===== src/rtl/fm_audio_decimator.sv =====
// Boxcar decimator for the FM discriminator stream: averages 2^L samples with rounding.
// Optional single-pole de-emphasis on the decimated samples when FM_DEEMPH_EN is defined.
module fm_audio_decimator #(
  parameter int C_S00_AXIS_TDATA_WIDTH = 32,
  parameter int C_M00_AXIS_TDATA_WIDTH = 32,
  parameter int MAX_LOG2               = 6,
  parameter int DEEMPH_SHIFT           = 3
) (
  input  logic                                s00_axis_aclk,
  input  logic                                s00_axis_aresetn,
  input  logic                                s00_axis_tvalid,
  output logic                                s00_axis_tready,
  input  logic [C_S00_AXIS_TDATA_WIDTH-1:0]   s00_axis_tdata,
  input  logic [C_S00_AXIS_TDATA_WIDTH/8-1:0] s00_axis_tstrb,
  input  logic                                s00_axis_tlast,
  input  logic [2:0]                          decim_log2,
  output logic                                m00_axis_tvalid,
  input  logic                                m00_axis_tready,
  output logic [C_M00_AXIS_TDATA_WIDTH-1:0]   m00_axis_tdata,
  output logic [C_M00_AXIS_TDATA_WIDTH/8-1:0] m00_axis_tstrb,
  output logic                                m00_axis_tlast
);

  localparam int ACC_W = 16 + MAX_LOG2;
  localparam int SUM_W = ACC_W + 1;
  localparam int CNT_W = MAX_LOG2 + 1;
  localparam logic [2:0] MAX_L = 3'(MAX_LOG2);

  typedef enum logic {IDLE, ACCUM} state_t;

  state_t             state_reg, state_next;
  logic [ACC_W-1:0]   acc_reg, acc_next;
  logic [CNT_W-1:0]   count_reg, count_next;
  logic [2:0]         l_active_reg, l_active_next;
  logic               last_seen_reg, last_seen_next;
  logic               out_valid_reg, out_valid_next;
  logic [15:0]        out_data_reg, out_data_next;
  logic               out_last_reg, out_last_next;

  logic [2:0]         l_req, l_eff;
  logic [CNT_W-1:0]   last_cnt;
  logic               is_final, out_free, accept;
  logic [15:0]        x;
  logic [ACC_W-1:0]   sum;
  logic [SUM_W-1:0]   rnd_term, sum_rnd, shifted;
  logic [15:0]        y, sample;
  logic               unused_inputs;

  assign unused_inputs = ^{s00_axis_tstrb, s00_axis_tdata};

  // The first beat of a window has not latched L yet, so it uses the live request.
  always_comb begin
    l_req           = (decim_log2 > MAX_L) ? MAX_L : decim_log2;
    l_eff           = (state_reg == IDLE) ? l_req : l_active_reg;
    last_cnt        = (CNT_W'(1) << l_eff) - CNT_W'(1);
    is_final        = (count_reg == last_cnt);
    out_free        = !out_valid_reg || m00_axis_tready;
    s00_axis_tready = s00_axis_aresetn && (!is_final || out_free);
    accept          = s00_axis_tvalid && s00_axis_tready;
  end

  always_comb begin
    x        = s00_axis_tdata[15:0];
    sum      = acc_reg + ACC_W'(x);
    rnd_term = (l_eff == 3'd0) ? '0 : (SUM_W'(1) << (l_eff - 3'd1));
    sum_rnd  = {1'b0, sum} + rnd_term;
    shifted  = sum_rnd >> l_eff;
    y        = (shifted > SUM_W'(16'hFFFF)) ? 16'hFFFF : shifted[15:0];
  end

`ifdef FM_DEEMPH_EN
  logic [15:0]        z_reg, z_next;
  logic signed [16:0] z_diff, z_step;

  // z moves toward y by (y - z)/2^DEEMPH_SHIFT; the 16-bit wrap-around add is exact.
  always_comb begin
    z_diff = $signed({1'b0, y}) - $signed({1'b0, z_reg});
    z_step = z_diff >>> DEEMPH_SHIFT;
    sample = z_reg + z_step[15:0];
    z_next = z_reg;
    if (accept && is_final)
      z_next = sample;
  end

  always_ff @(posedge s00_axis_aclk or negedge s00_axis_aresetn) begin
    if (!s00_axis_aresetn)
      z_reg <= '0;
    else
      z_reg <= z_next;
  end
`else
  localparam int unused_deemph_shift = DEEMPH_SHIFT;
  assign sample = y;
`endif

  always_comb begin
    state_next     = state_reg;
    acc_next       = acc_reg;
    count_next     = count_reg;
    l_active_next  = l_active_reg;
    last_seen_next = last_seen_reg;
    out_valid_next = out_valid_reg && !m00_axis_tready;
    out_data_next  = out_data_reg;
    out_last_next  = out_last_reg;
    if (accept) begin
      if (state_reg == IDLE)
        l_active_next = l_req;
      if (is_final) begin
        out_valid_next = 1'b1;
        out_data_next  = sample;
        out_last_next  = last_seen_reg | s00_axis_tlast;
        acc_next       = '0;
        count_next     = '0;
        last_seen_next = 1'b0;
        state_next     = IDLE;
      end else begin
        acc_next       = sum;
        count_next     = count_reg + CNT_W'(1);
        last_seen_next = last_seen_reg | s00_axis_tlast;
        state_next     = ACCUM;
      end
    end
  end

  always_ff @(posedge s00_axis_aclk or negedge s00_axis_aresetn) begin
    if (!s00_axis_aresetn) begin
      state_reg     <= IDLE;
      acc_reg       <= '0;
      count_reg     <= '0;
      l_active_reg  <= '0;
      last_seen_reg <= 1'b0;
      out_valid_reg <= 1'b0;
      out_data_reg  <= '0;
      out_last_reg  <= 1'b0;
    end else begin
      state_reg     <= state_next;
      acc_reg       <= acc_next;
      count_reg     <= count_next;
      l_active_reg  <= l_active_next;
      last_seen_reg <= last_seen_next;
      out_valid_reg <= out_valid_next;
      out_data_reg  <= out_data_next;
      out_last_reg  <= out_last_next;
    end
  end

  assign m00_axis_tvalid = out_valid_reg;
  assign m00_axis_tdata  = C_M00_AXIS_TDATA_WIDTH'(out_data_reg);
  assign m00_axis_tstrb  = {(C_M00_AXIS_TDATA_WIDTH/8){out_valid_reg}};
  assign m00_axis_tlast  = out_last_reg;

endmodule


===== config.mk =====
export PLATFORM = sky130hd
export DESIGN_NAME = fm_audio_decimator
export DESIGN_NICKNAME = d
export VERILOG_FILES = /design/src/rtl/fm_audio_decimator.sv
export SDC_FILE = /design/constraint.sdc
export NUM_CORES = 1
export LEC_CHECK = 0
export ABC_AREA = 1
export CAP_MARGIN = 20
export CORE_MARGIN = 2
export CORE_UTILIZATION = 56
export CTS_CLUSTER_SIZE = 20
export DETAILED_ROUTE_END_ITERATION = 8
export PLACE_DENSITY = 0.91
export SLEW_MARGIN = 40
export SYNTH_ARGS = -nofsm -noshare
export SYNTH_HDL_FRONTEND = slang
export SYNTH_SLANG_ARGS = --single-unit

===== constraint.sdc =====
create_clock -name s00_axis_aclk -period 5.8 [get_ports s00_axis_aclk]
set_input_delay 0.58 -clock s00_axis_aclk [delete_from_list [all_inputs] [get_ports s00_axis_aclk]]
set_output_delay 0.58 -clock s00_axis_aclk [all_outputs]
set_load 0.02 [all_outputs]

==> impl_metrics.py <==
metrics = {
    "floorplan": {
        "num_rows": 36,
        "die_h_um": 105.2,
        "start_util_pct": 58.09,
        "die_x_um": 105.2,
        "pin_count": 83,
        "die_area_mm2": 0.01106,
        "coreArea_mm2": 0.009864,
    },
    "yosys": {
        "yosysWarnings": 0,
        "synthSimpleGateAreaFrac_pct": 44.08,
        "synth_fa_ha_area_share_pct": 6.812,
        "synth_common_cells": "298 x nand2_1, 106 x inv_1, 100 x nand3_1, 69 x nor2_1, 52 x dfrtp_1",
        "synth_xor_area_share_pct": 4.258,
        "avgSynthCellArea_um2": 6.222,
        "synth_most_common_cell": "nand2_1",
        "yosysSeqAreaShare_pct": 22.71,
        "synth_seq_cells": 52,
        "synth_largest_area_cell": "dfrtp_1",
        "synth_top_family_by_area": "simple AND/OR/NAND/NOR gates",
        "synth.distinct_cells": 50,
        "synthMuxAreaShare_pct": 0,
        "ys_async_sr_fraction_pct": 100.0,
        "synthCells": 921,
        "synth-main-ff-cell": "dfrtp_1",
        "synth_area_mm2": 0.005730,
        "yosysTopAreaCellShare_pct": 22.71,
        "synth_compound_area_share_pct": 9.432,
        "synth_edf_count": 0,
        "synth_area_leaders": "dfrtp_1 23%, nand2_1 20%, nand3_1 8.7%, inv_1 6.9%, ha_1 6.1%",
    },
    "worst_setup_path": {
        "critPathMaxStageDelay_ns": 0.51,
        "worst_path_max_delay_cell": "clkdlybuf4s50_1",
        "critical_path.top_delay_family": "simple AND/OR/NAND/NOR gates",
        "cp_common_cell": "nand2_1",
        "criticalPathCategory": "input pin to flop",
        "r2r-start": "state_reg",
        "start_kind": "input pin",
        "r2r_end": "out_data_reg[2]",
        "r2r_cells": 28,
        "crit_fanout": 24,
        "crit_arrival_ns": 4.92,
        "end_kind": "flop",
        "critPathBufInv": 4,
        "required_ns": 6.01,
        "reg2reg_slack_ns": 1.41,
    },
    "run": {
        "maxCapViolations": 0,
    },
    "routing": {
        "vias": 5882,
        "wire_per_inst_um": 12.88,
        "drt-total-wl_mm": 14.01,
        "postRouteAntennaNets": 0,
        "routed.top_layer": "met4",
        "met1_length_mm": 6.287,
        "wl_met2_mm": 6.493,
        "drcViolationCount": 0,
        "drtPass1Iterations": 5,
        "drt_iter0_drc": 580,
        "wl_met3_um": 949,
        "routed_via_density": 5.406,
    },
    "timing": {
        "setup_viol": 0,
        "finClkSkew_ns": 0.01153,
        "slew_headroom_pct": 57.67,
        "hold_viol": 0,
        "period_share_pct": 81.12,
        "rsz0062_at_grt": "no",
        "final-max-slew-violation-count": 0,
        "tns_ns": 0,
        "min_period_ns": 4.705,
        "fmax_mhz": 212.5,
        "tightestPinTransition_ns": 0.6350,
    },
    "final_layout": {
        "largest_reg_flops": 22,
        "num-nets-final": 1028,
        "antenna_cells": 0,
        "final_area_mm2": 0.006285,
        "drive_above_1_share_pct": 9.319,
        "area_delta_synth_final_pct": 9.673,
    },
    "placed_design": {
        "placed_area_mm2": 0.006177,
        "place_congestion": 0.9618,
        "portBuffers": 46,
        "place_hpwl_mm": 10.96,
    },
    "clock_tree": {
        "insertion_delay_ns": 0.32,
        "clockRootBuffer": "clkbuf_8",
        "post_cts_buffers": 0,
        "cts_made_buffers": 5,
        "htreeDepth": 2,
        "tritoncts": "yes",
        "ctsResizeCount": 0,
        "cts_hold_buf": 0,
        "clkTransAtPathRegs_ns": 0.10,
        "cts_buffer_depth": 2,
        "cts.sinks": 52,
    },
    "power": {
        "pwr_density_cell_mw_per_mm2": 664.5,
        "leakagePower_nw": 3.362,
        "vdd_drop_max_uv": 328.2,
    },
    "global_route": {
        "grt_usage_pct": 26.08,
        "grt_pass1_wl_mm": 23.85,
        "globalRouteOverflowTotal": 0,
        "grt_pass1_vias": 5328,
        "antenna_found_initial": 0,
        "grt_max_degree": 48,
    },
    "outcome": {
        "status": "completed",
    },
    "worst_hold_path": {
        "hp-class": "input pin to asynchronous set/reset pin",
    },
}
-- worst reg2reg max path, delay by kind of cell (launching register included) --
family        cells  cell delay, ns
flops             1            0.44
buf+inv           4            0.58
simple gates     22            2.87
fa+ha+maj         2            0.42
-- where the power goes --
part           switching, mW  internal (mW)  total [mW]
logic                   2.16           1.14        3.30
clock network          0.132          0.129       0.261
registers              0.106          0.509       0.615
-- per-layer routing --
metal  vias to the layer above  GRT usage (%)
met4                         0          6.857
met1                      2623          35.81
met2                       248          43.46
met3                        33          3.057
li1                       2978              -
met5                         -              0
-- final cells by class --
cell class,count,area [um2]
Multi-Input combinational cell,725,3761
Sequential cell,52,1301
Clock inverter,2,35.03
Tap cell,133,166.4
Timing Repair Buffer,52,500.5
Inverter,118,447.9
Clock buffer,6,72.57
Fill cell,904,3580
-- logic make-up after synthesis --
logic type | after synthesis
flip-flops | 52
XOR/XNOR | 27
AO/OA/AOI/OAI | 97
adder cells (fa/ha/maj) | 30
buffers and inverters | 159
AND/OR/NAND/NOR | 555
other | 1
-- cells in the final DEF, fill, tap and decap left out, drive strengths merged, types with 2 or more instances in the layout --
cell and instances:
dfrtp 52, nor3 9, a21oi 33, buf 7, and2 3, a31oi 3, o31ai 2, or2 20
ha 28, inv 115, fa 2, o211ai 5, xor2 23, clkbuf 6, o21ai 41, o22ai 9
nor2 78, nand2 318, clkdlybuf4s50 45, conb 16, clkinv 4, nand4 12, nand3 112, xnor2 4
-- stage by stage --
step / hold slack, ns / util [%] / power [mW] / setup WS (ns) / std cells
floorplan: 0.2844 / - / 3.235 / 1.588 / 936
CTS: 0.1361 / 63.71 / 4.133 / 1.204 / 1088
detailed placement: 0.4721 / 62.62 / 3.851 / 0.8680 / 1080
finish: 0.1338 / 63.71 / 4.176 / 1.095 / 1088
global placement: 0.4649 / 62.62 / 3.787 / 0.9844 / 1080
global route: 0.1328 / 63.71 / 4.624 / 0.6870 / 1088
-- worst max-delay path by stage --
| stage | startpoint | end | slack (ns) | cells after the start |
|---|---|---|---|---|
| final | decim_log2[2] | out_data_reg[2] | 1.10 | 29 |
| after global routing | decim_log2[2] | out_data_reg[1] | 0.69 | 29 |
| after CTS | decim_log2[2] | out_data_reg[2] | 1.20 | 29 |
| after detailed placement | decim_log2[2] | out_data_reg[2] | 0.87 | 29 |
| after global placement | decim_log2[2] | out_data_reg[2] | 0.98 | 29 |
| after floorplan | decim_log2[2] | out_data_reg[10] | 1.59 | 27 |
Power figures use the tool's default switching activity.
